===== config.mk =====
export PLATFORM = sky130hd
export DESIGN_NAME = conv3x3_stream
export DESIGN_NICKNAME = d
export VERILOG_FILES = /design/src/rtl/conv_pkg.sv /design/src/rtl/line_buffer.sv /design/src/rtl/conv3x3_stream.sv
export SDC_FILE = /design/constraint.sdc
export NUM_CORES = 2
export LEC_CHECK = 0
export BUFFER_PORTS_ARGS = -buffer_cell sky130_fd_sc_hd__buf_2
export CAP_MARGIN = 20
export CORE_MARGIN = 3
export CORE_UTILIZATION = 65
export CTS_BUF_LIST = sky130_fd_sc_hd__clkbuf_2 sky130_fd_sc_hd__clkbuf_4 sky130_fd_sc_hd__clkbuf_8
export DETAILED_ROUTE_END_ITERATION = 7
export PLACE_DENSITY = 0.92
export SLEW_MARGIN = 10
export SYNTH_ARGS = -nofsm -noshare
export SYNTH_HDL_FRONTEND = slang
export SYNTH_HIERARCHICAL = 1
export SYNTH_SLANG_ARGS = --single-unit
export TNS_END_PERCENT = 50

===== constraint.sdc =====
create_clock -name clk -period 8.8 [get_ports clk]
set_input_delay 0 -clock clk [delete_from_list [all_inputs] [get_ports clk]]
set_output_delay 0 -clock clk [all_outputs]
set_load 0.01 [all_outputs]

===== src/rtl/conv_pkg.sv =====
// Shared types, constants and the output clamp for the 3x3 streaming convolution.
package conv_pkg;

   typedef enum logic [1:0] {
      ST_IDLE  = 2'd0,
      ST_RUN   = 2'd1,
      ST_DRAIN = 2'd2
   } state_t;

   localparam int TAPS       = 9;
   localparam int COEF_W     = 3;
   localparam int SUM_GROWTH = 7;

   function automatic int sum_w(input int pix_w);
      return pix_w + SUM_GROWTH;
   endfunction

   // Saturate a signed sum into the unsigned pixel range [0, 2^pix_w-1].
   function automatic logic [31:0] clamp_pix(input logic signed [31:0] s, input int pix_w);
      logic signed [31:0] max_v;
      max_v = (32'sd1 <<< pix_w) - 32'sd1;
      if (s < 0)
         return '0;
      else if (s > max_v)
         return $unsigned(max_v);
      return $unsigned(s);
   endfunction

endpackage


===== src/rtl/line_buffer.sv =====
// Circular delay line: dout is the value written DEPTH enabled writes ago.
module line_buffer #(
   parameter int DEPTH = 64,
   parameter int WIDTH = 8
) (
   input  logic             clk,
   input  logic             rst,
   input  logic             en,
   input  logic [WIDTH-1:0] din,
   output logic [WIDTH-1:0] dout
);

   localparam int PW = (DEPTH > 1) ? $clog2(DEPTH) : 1;

   logic [WIDTH-1:0] mem_q [DEPTH];
   logic [PW-1:0]    ptr_q, ptr_d;

   always_comb begin
      ptr_d = ptr_q;
      if (en)
         ptr_d = (ptr_q == PW'(DEPTH - 1)) ? '0 : ptr_q + 1'b1;
   end

   always_ff @(posedge clk) begin
      if (rst)
         ptr_q <= '0;
      else
         ptr_q <= ptr_d;
   end

   always_ff @(posedge clk) begin
      if (en)
         mem_q[ptr_q] <= din;
   end

   assign dout = mem_q[ptr_q];

endmodule


===== src/rtl/conv3x3_stream.sv =====
// Streaming 3x3 "valid" convolution: window regs, MAC, clamp, frame counters and sequencing FSM.
module conv3x3_stream
   import conv_pkg::*;
#(
   parameter int IMG_W = 64,
   parameter int IMG_H = 64,
   parameter int PIX_W = 8
) (
   input  logic             clk,
   input  logic             rst,
   input  logic             start,
   input  logic             run,
   input  logic [26:0]      filter_weights,
   input  logic [PIX_W-1:0] s_axis_tdata,
   input  logic             s_axis_tvalid,
   output logic             s_axis_tready,
   input  logic             s_axis_tlast,
   output logic [PIX_W-1:0] m_axis_tdata,
   output logic             m_axis_tvalid,
   input  logic             m_axis_tready,
   output logic             m_axis_tlast,
   output logic             frame_done,
   output logic             frame_err
);

   localparam int SUM_W = sum_w(PIX_W);
   localparam int CW    = (IMG_W > 1) ? $clog2(IMG_W) : 1;
   localparam int RW    = (IMG_H > 1) ? $clog2(IMG_H) : 1;

   state_t                   state_q, state_d;
   logic [26:0]              weights_q, weights_d;
   logic [CW-1:0]            col_q, col_d;
   logic [RW-1:0]            row_q, row_d;
   logic [PIX_W-1:0]         win_q [TAPS];
   logic [PIX_W-1:0]         win_d [TAPS];
   logic                     win_vld_q, win_vld_d, win_last_q, win_last_d;
   logic signed [SUM_W-1:0]  sum_q, sum_d;
   logic                     sum_vld_q, sum_vld_d, sum_last_q, sum_last_d;
   logic [PIX_W-1:0]         m_tdata_q, m_tdata_d;
   logic                     m_tvalid_q, m_tvalid_d, m_tlast_q, m_tlast_d;
   logic                     frame_done_q, frame_done_d;
   logic                     frame_err_q, frame_err_d;

   logic [PIX_W-1:0]         row1_pix, row2_pix;
   logic signed [SUM_W-1:0]  mac_sum, pix_s, coef_s;
   logic                     adv, in_hs, last_pix, out_last_hs, abort, start_ok;

   assign adv           = !m_tvalid_q || m_axis_tready;
   assign s_axis_tready = (state_q == ST_RUN) && run && adv;
   assign in_hs         = s_axis_tready && s_axis_tvalid;
   assign last_pix      = (row_q == RW'(IMG_H - 1)) && (col_q == CW'(IMG_W - 1));
   assign out_last_hs   = m_tvalid_q && m_axis_tready && m_tlast_q;
   assign abort         = (state_q != ST_IDLE) && !run;
   assign start_ok      = (state_q == ST_IDLE) && start;

   // Cascaded delay lines give the same column one and two lines back.
   line_buffer #(.DEPTH(IMG_W), .WIDTH(PIX_W)) u_lb_r1 (
      .clk  (clk),
      .rst  (rst),
      .en   (in_hs),
      .din  (s_axis_tdata),
      .dout (row1_pix)
   );

   line_buffer #(.DEPTH(IMG_W), .WIDTH(PIX_W)) u_lb_r2 (
      .clk  (clk),
      .rst  (rst),
      .en   (in_hs),
      .din  (row1_pix),
      .dout (row2_pix)
   );

   always_comb begin
      state_d      = state_q;
      frame_done_d = 1'b0;
      case (state_q)
         ST_IDLE:  if (start) state_d = ST_RUN;
         ST_RUN: begin
            if (abort)
               state_d = ST_IDLE;
            else if (in_hs && last_pix)
               state_d = ST_DRAIN;
         end
         ST_DRAIN: begin
            if (abort)
               state_d = ST_IDLE;
            else if (out_last_hs) begin
               state_d      = ST_IDLE;
               frame_done_d = 1'b1;
            end
         end
         default:  state_d = ST_IDLE;
      endcase
   end

   // Window index = row*3 + col; row 0 is two lines back, col 2 is newest.
   always_comb begin
      mac_sum = '0;
      pix_s   = '0;
      coef_s  = '0;
      for (int i = 0; i < TAPS; i++) begin
         pix_s   = SUM_W'(win_q[i]);
         coef_s  = SUM_W'($signed(weights_q[i*COEF_W +: COEF_W]));
         mac_sum = mac_sum + pix_s * coef_s;
      end
   end

   always_comb begin
      weights_d   = weights_q;
      col_d       = col_q;
      row_d       = row_q;
      frame_err_d = frame_err_q;
      win_d       = win_q;
      win_vld_d   = win_vld_q;
      win_last_d  = win_last_q;
      sum_d       = sum_q;
      sum_vld_d   = sum_vld_q;
      sum_last_d  = sum_last_q;
      m_tdata_d   = m_tdata_q;
      m_tvalid_d  = m_tvalid_q;
      m_tlast_d   = m_tlast_q;

      if (start_ok) begin
         weights_d   = filter_weights;
         col_d       = '0;
         row_d       = '0;
         frame_err_d = 1'b0;
      end else if (in_hs) begin
         if (s_axis_tlast != last_pix)
            frame_err_d = 1'b1;
         if (col_q == CW'(IMG_W - 1)) begin
            col_d = '0;
            if (row_q != RW'(IMG_H - 1))
               row_d = row_q + 1'b1;
         end else begin
            col_d = col_q + 1'b1;
         end
      end

      if (in_hs) begin
         for (int r = 0; r < 3; r++) begin
            win_d[r*3]     = win_q[r*3 + 1];
            win_d[r*3 + 1] = win_q[r*3 + 2];
         end
         win_d[2] = row2_pix;
         win_d[5] = row1_pix;
         win_d[8] = s_axis_tdata;
      end

      if (adv) begin
         win_vld_d  = in_hs && (row_q >= RW'(2)) && (col_q >= CW'(2));
         win_last_d = in_hs && last_pix;
         sum_d      = mac_sum;
         sum_vld_d  = win_vld_q;
         sum_last_d = win_last_q;
         m_tdata_d  = PIX_W'(clamp_pix(32'(sum_q), PIX_W));
         m_tvalid_d = sum_vld_q;
         m_tlast_d  = sum_last_q;
      end

      if (abort || start_ok) begin
         win_vld_d  = 1'b0;
         win_last_d = 1'b0;
         sum_vld_d  = 1'b0;
         sum_last_d = 1'b0;
         m_tvalid_d = 1'b0;
         m_tlast_d  = 1'b0;
      end
   end

   always_ff @(posedge clk) begin
      if (rst) begin
         state_q      <= ST_IDLE;
         weights_q    <= '0;
         col_q        <= '0;
         row_q        <= '0;
         win_q        <= '{default: '0};
         win_vld_q    <= 1'b0;
         win_last_q   <= 1'b0;
         sum_q        <= '0;
         sum_vld_q    <= 1'b0;
         sum_last_q   <= 1'b0;
         m_tdata_q    <= '0;
         m_tvalid_q   <= 1'b0;
         m_tlast_q    <= 1'b0;
         frame_done_q <= 1'b0;
         frame_err_q  <= 1'b0;
      end else begin
         state_q      <= state_d;
         weights_q    <= weights_d;
         col_q        <= col_d;
         row_q        <= row_d;
         win_q        <= win_d;
         win_vld_q    <= win_vld_d;
         win_last_q   <= win_last_d;
         sum_q        <= sum_d;
         sum_vld_q    <= sum_vld_d;
         sum_last_q   <= sum_last_d;
         m_tdata_q    <= m_tdata_d;
         m_tvalid_q   <= m_tvalid_d;
         m_tlast_q    <= m_tlast_d;
         frame_done_q <= frame_done_d;
         frame_err_q  <= frame_err_d;
      end
   end

   assign m_axis_tdata  = m_tdata_q;
   assign m_axis_tvalid = m_tvalid_q;
   assign m_axis_tlast  = m_tlast_q;
   assign frame_done    = frame_done_q;
   assign frame_err     = frame_err_q;

endmodule


== After elaboration in Yosys (flattened, before gate mapping) ==
Memories as Yosys holds them, arrays and structs flattened. A register that Yosys moved wholly into a read port is not among the register bits.
Index checks and enable logic that the tools add are counted.

* Bits in registers: 148
* Logic and storage cells: 106
* Memories: 2
* Memory bits (writable): 1024
* Output and inout port bits: 13

* Equality and inequality tests: 11
* Magnitude comparators: 4
* Reduce and logical (&&, ||, !) cells: 23
* Add/sub/neg operators: 12
* Bitwise operators: 1
* Muxes and demuxes: 20
* Multipliers: 9

{| class="wikitable"
|+ Memory list
! memory !! words !! width !! rd ports !! clocked after Yosys merged registers in !! wr ports !! RTL line !! source
|-
| u_lb_r1.mem_q || 64 || 8 || 1 || 1 || 1 || line_buffer.sv:15 || <nowiki>logic [WIDTH-1:0] mem_q [DEPTH];</nowiki>
|-
| u_lb_r2.mem_q || 64 || 8 || 1 || 1 || 1 || line_buffer.sv:15 ||
|}

{| class="wikitable"
|+ Operator list
! kind !! number
|-
| 9-bit by 3-bit multiplier with 12-bit output || 9
|-
| 15-bit by 12-bit adder with 15-bit output || 5
|-
| 6-bit two-way mux || 5
|-
| 6-bit by 1-bit adder with 6-bit output (second input constant) || 4
|-
| 6-bit == test (second input constant) || 4
|-
| 8-bit two-way mux || 3
|-
| 14-bit by 12-bit adder with 15-bit output || 1
|-
| 15-bit by 9-bit > comparator with 1-bit output (second input constant) || 1
|-
| 15-bit by 1-bit less-than comparator with 1-bit output (second input constant) || 1
|-
| 13-bit by 12-bit adder with 14-bit output || 1
|-
| 12-bit by 12-bit adder with 13-bit output || 1
|-
| 6-bit by 2-bit >= comparator with 1-bit output (second input constant) || 2
|-
| 1-bit logical AND || 11
|-
| 2-bit two-way mux || 5
|-
| 1-bit two-way mux || 6
|-
| 6-bit != test (second input constant) || 1
|-
| 2-bit one-hot mux with 3 select lines || 1
|-
| 3-bit AND reduction || 2
|-
| 2-bit OR reduction || 2
|-
| 3-bit by 2-bit != test with 1-bit output (second input constant) || 1
|-
| 3-bit != test (second input constant) || 1
|-
| 3-bit OR reduction || 1
|-
| 2-bit by 1-bit == test with 1-bit output (second input constant) || 1
|-
| 2-bit == test (second input constant) || 1
|-
| 8 further kinds || 10
|}

== Logic depth before layout (Yosys ltp) ==
* Depth after elaboration: 9
* Gate-level depth with buffers: 22
* Gate-level depth less buffers: 22

== Hierarchy ==
Netlist, hierarchy kept.

{| class="wikitable"
|+ By module, submodules not included
! module !! area an instance (µm²) !! times used !! cells each
|-
| line_buffer || 20327.0 || 2 || 962
|-
| conv3x3_stream || 13399.1 || 1 || 1535
|}

== Worst setup path after synthesis ==
No wires, ideal clock.

* Path kind: reg-to-reg
* Start point: reg weights_q[11]
* End point: reg sum_q[14]
* Cell stages (with the launch flop): 23
* Path slack: 2.044 ns
* Buffers on the path: 0
* Data required time: 8.709 ns
* Data arrival time: 6.665 ns
* Cells stage by stage: dfxtp_1 inv_1 nor2_1 fa_1 inv_1 fa_1 inv_1 fa_1 fa_1 inv_1 fa_1 fa_1 inv_1 fa_1 inv_1 fa_1 inv_1 ha_1 nor2b_4 o31a_1 o311a_1 or4_1 a311oi_1

* Longest elaborated chain between the ends: 7

{| class="wikitable"
|+ RTL lines
! item !! RTL line !! source
|-
| start, declared || conv3x3_stream.sv:31 || <nowiki>logic [26:0] weights_q, weights_d;</nowiki>
|-
| start signal, assigned || conv3x3_stream.sv:190 || <nowiki>weights_q <= weights_d;</nowiki>
|-
| 9-bit by 3-bit multiplier with 12-bit output || conv3x3_stream.sv:104 || <nowiki>mac_sum = mac_sum + pix_s * coef_s;</nowiki>
|-
| 14-bit by 12-bit adder with 15-bit output || conv3x3_stream.sv:104 ||
|-
| 15-bit by 12-bit adder with 15-bit output (5 in a row) || conv3x3_stream.sv:104 ||
|-
| end signal, assigned || conv3x3_stream.sv:196 || <nowiki>sum_q <= sum_d;</nowiki>
|-
| end, declared || conv3x3_stream.sv:37 || <nowiki>logic signed [SUM_W-1:0] sum_q, sum_d;</nowiki>
|}

Every way passes these cells.
A chain may end at the register's enable or synchronous reset.

== Final worst setup path ==
* Start point: reg weights_q[11]
* End point: reg sum_q[11]

The elaborated chain is that of the path after synthesis.

==> results by group <==
Status
  – Status: completed

Finish
  – Reg area: 34140 µm²
  – Area growth syn-to-layout: 10.81%
  – Finished Cell Area: ~60000 µm²
  – Fin nets: a little over 4000
  – Non-filler cells, final: slightly below 5000
  – Layout cell share with drive strength beyond 1: 16.41%
  – Area occupied by multi-input gates: roughly 18000 µm²
  – Fill count: around 4200
  – Final core utilization: between 70 and 80%

Clock tree
  – Worst-Skew Late Latency: 0.89 ns
  – Clock transition at path regs: roughly 0.070 ns
  – CTS Buffer Depth: 3
  – CTS sink cnt: 1192
  – CTS buffer count: about 180
  – Root Driver: clkbuf_8
  – CTS tree: done
  – Setup repair bufs after CTS: 0
  – H-tree depth: 4

GRT
  – Vias in the first global route: 35210
  – First-pass GRT wire length: 217.3 mm
  – GRT Util Overall: around a third
  – Initial antenna violation count: 2
  – Largest net degree at the start of global routing: 81
  – GRT overflow: 0

Logic synthesis
  – Post-Syn Instances: 3459
  – EDFF count, synth: 1024
  – Asr flop ratio synth: 0%
  – Complex-gate fraction of the synthesized area: about 4.5%
  – Synth Area in Simple Gates: around 7%
  – XOR/XNOR share of the synthesized area: 0.4699%
  – Flops & latches, synth: roughly 1200
  – Synthesized-area fraction occupied by adder cells: a little over 10%
  – Register area share after synthesis: roughly 63%
  – Multiplexer share of the synthesized area: between 10% and 20%
  – Synth area leaders: edfxtp_1 (57%), mux4_2 (9.1%), fa_1 (8.4%), dfxtp_1 (6.2%), nand2_1 (2.4%)
  – Post-synth top area cell: edfxtp_1
  – Post-Synthesis Net Count: 3804
  – Largest family of logic cells by synthesized area: multiplexers
  – Avg Synthesized Cell Area: 15.63 µm²
  – Post-synth top area share: 56.89%
  – Yosys warns: 6
  – Yosys cell types: 66
  – Top FF cell, synth: edfxtp_1
  – Cell Area, Synth: ~54000 µm²

Placement
  – Routability cong.: 0.9163
  – Placement Cell Area: 55100 µm²
  – IO Port Bufs: 54
  – DP HPWL: about 81 mm
  – Placed instance count: roughly 4500

Route
  – Drt pass-1 iters: 8
  – Vias per cell: 6.956
  – Initial detailed-routing violation count: approximately 4900
  – Post-Route WL: 145.1 mm
  – Drt drc: 0
  – Wire length per cell: roughly 30 µm
  – Detailed-route via count: 34090
  – Antenna viol nets, final: 0

Worst hold path
  – Tightest Hold Check Type: in -> reg

Setup path
  – Critical Setup Path Class: reg -> reg
  – Crit end category: flop
  – Worst path required time: roughly 9.5 ns
  – Arrival @ worst endpoint: 8.10 ns
  – CP max FO: 10
  – Critical path launch point type: flop

Flow run
  – Max Cap Viol: 0

Floorplan
  – Std-Cell Rows: ~110
  – Die X: 294.4 µm
  – I/O pin total: 55
  – Die area: just under 90000 µm²
  – Die H: between 200 and 300 µm
  – Initial Util: approximately two thirds
  – Core Box Area: ~80000 µm²

Timing
  – Least-Margin Pin Slew: 1.193 ns
  – Clk_skew: 0.07107 ns
  – Slew Limit Fails: 0
  – Minimum clock period: roughly 7.4 ns
  – Period utilization: 83.72%
  – Max Freq: 135.7 MHz
  – Final setup violation count: 0
  – Worst slew margin: between 10% and 20%
  – Setup tns final: 0 ns
  – RSZ-0062 raised after global routing: false
  – Final hold viol count: 0

Power and ir drop
  – Worst VDD drop: 0.1705 mV
  – Leakage: roughly 0.020 µW
  – PwrDens: roughly 210 nW/µm²
[power breakdown]
group | leakage (µW) | internal (µW) | switching [µW]
sequential | 0.0106 | 6180 | 67.2
combinational | 0.00798 | 642 | 994
clock | 0.00186 | 2380 | 2170
[path summary, 6_finish.rpt]
path,start,end,slack (ns),cells after the start
worst max-delay path,weights_q[11],sum_q[11],1.43,22
worst min-delay path,rst,sum_q[4],0.27,3
worst min register to register,sum_q[9],sum_q[9],0.46,2
worst max register to register,weights_q[11],sum_q[11],1.43,22
[critical path, stage by stage (launching register included)]
cell	delay, ns
dfxtp_1	0.44
inv_1	0.30
nor2_1	0.12
fa_1	0.55
inv_1	0.06
fa_1	0.56
inv_1	0.06
fa_1	0.50
fa_1	0.50
inv_1	0.05
fa_1	0.46
fa_1	0.56
inv_1	0.06
fa_1	0.52
inv_1	0.05
fa_1	0.51
inv_1	0.04
ha_1	0.32
nand4_1	0.19
a211oi_1	0.51
o21bai_1	0.25
o2111a_1	0.29
or3_1	0.36
[kinds of logic (layout without fill, tap and decap cells)]
| group | count (synthesis) | count (layout) |
|---|---|---|
| compound gates | 367 | 367 |
| xor+xnor | 29 | 29 |
| fa+ha+maj | 304 | 304 |
| buf+inv | 432 | 801 |
| flops | 1192 | 1192 |
| mux | 290 | 290 |
| other cells | 0 | 3 |
| simple gates | 845 | 845 |
[layer usage]
metal	GRT usage [%]	share of wire [%]
met1	42.09	32
met2	54.36	48
met3	9.374	12
met4	20.39	7.6
met5	0	0
[timing repair]
item / 4_1_cts / 5_1_grt
resized for setup: 0 / 0
hold endpoints to repair: 436 / 0
hold buffers: 123 / 0
[sequential cells by signal, summed over array words and instances, names as in the netlist, 6 cells and up, named ones only]
name and cells:
col_q 6, m_axis_tdata 8, pix_s 8, row_q 6, sum_q 15, u_lb_r1/mem_q 512, u_lb_r1/ptr_q 6, u_lb_r2/mem_q 512
u_lb_r2/ptr_q 6, weights_q 27, win_q 64
[cell usage after synthesis (17+ instances only)]
| master | instances |
|---|---|
| mux4_2 | 218 |
| nor2b_1 | 34 |
| ha_1 | 77 |
| nand4_1 | 22 |
| a21oi_1 | 149 |
| a22oi_1 | 24 |
| inv_1 | 265 |
| clkbuf_1 | 94 |
| mux2i_1 | 34 |
| nand2_1 | 339 |
| and2_1 | 78 |
| fa_1 | 226 |
| nor2_1 | 211 |
| dfxtp_1 | 168 |
| nor3_1 | 20 |
| edfxtp_1 | 1024 |
| nand2b_1 | 57 |
| buf_2 | 23 |
| o21ai_0 | 17 |
| mux4_1 | 22 |
| o221ai_1 | 17 |
| nand3_1 | 29 |
| o22ai_1 | 34 |
| xor2_1 | 17 |
[layout by cell type (no fill, tap or decap), types with 123 or more instances in the layout]
cell type,instances
nand2_1,339
fa_1,226
a21oi_1,149
dlygate4sd3_1,123
inv_1,264
mux4_2,218
clkbuf_8,189
edfxtp_1,1024
dfxtp_1,162
nor2_1,211
[final cells by class]
cell class | count | share of cell area (%)
tap | 1070 | 2.235
sequential | 1192 | 56.99
clock inverter | 77 | 0.8502
clock buffer | 246 | 5.057
antenna | 3 | 0.01253
multi-input combinational | 1835 | 30.20
inverter | 265 | 1.665
timing repair buffer | 213 | 2.987
[stage by stage]
stage | worst slack [ns] | power, µW | hold slack (ns)
after floorplan | 2.044 | 7363 | 0.08119
after global placement | 1.693 | 7724 | 0.2410
after detailed placement | 1.581 | 7814 | 0.2471
after CTS | 1.564 | 12310 | 0.1793
after global routing | 1.004 | 12800 | 0.2604
final | 1.433 | 12430 | 0.2675
(Power assumes the default switching activity.)
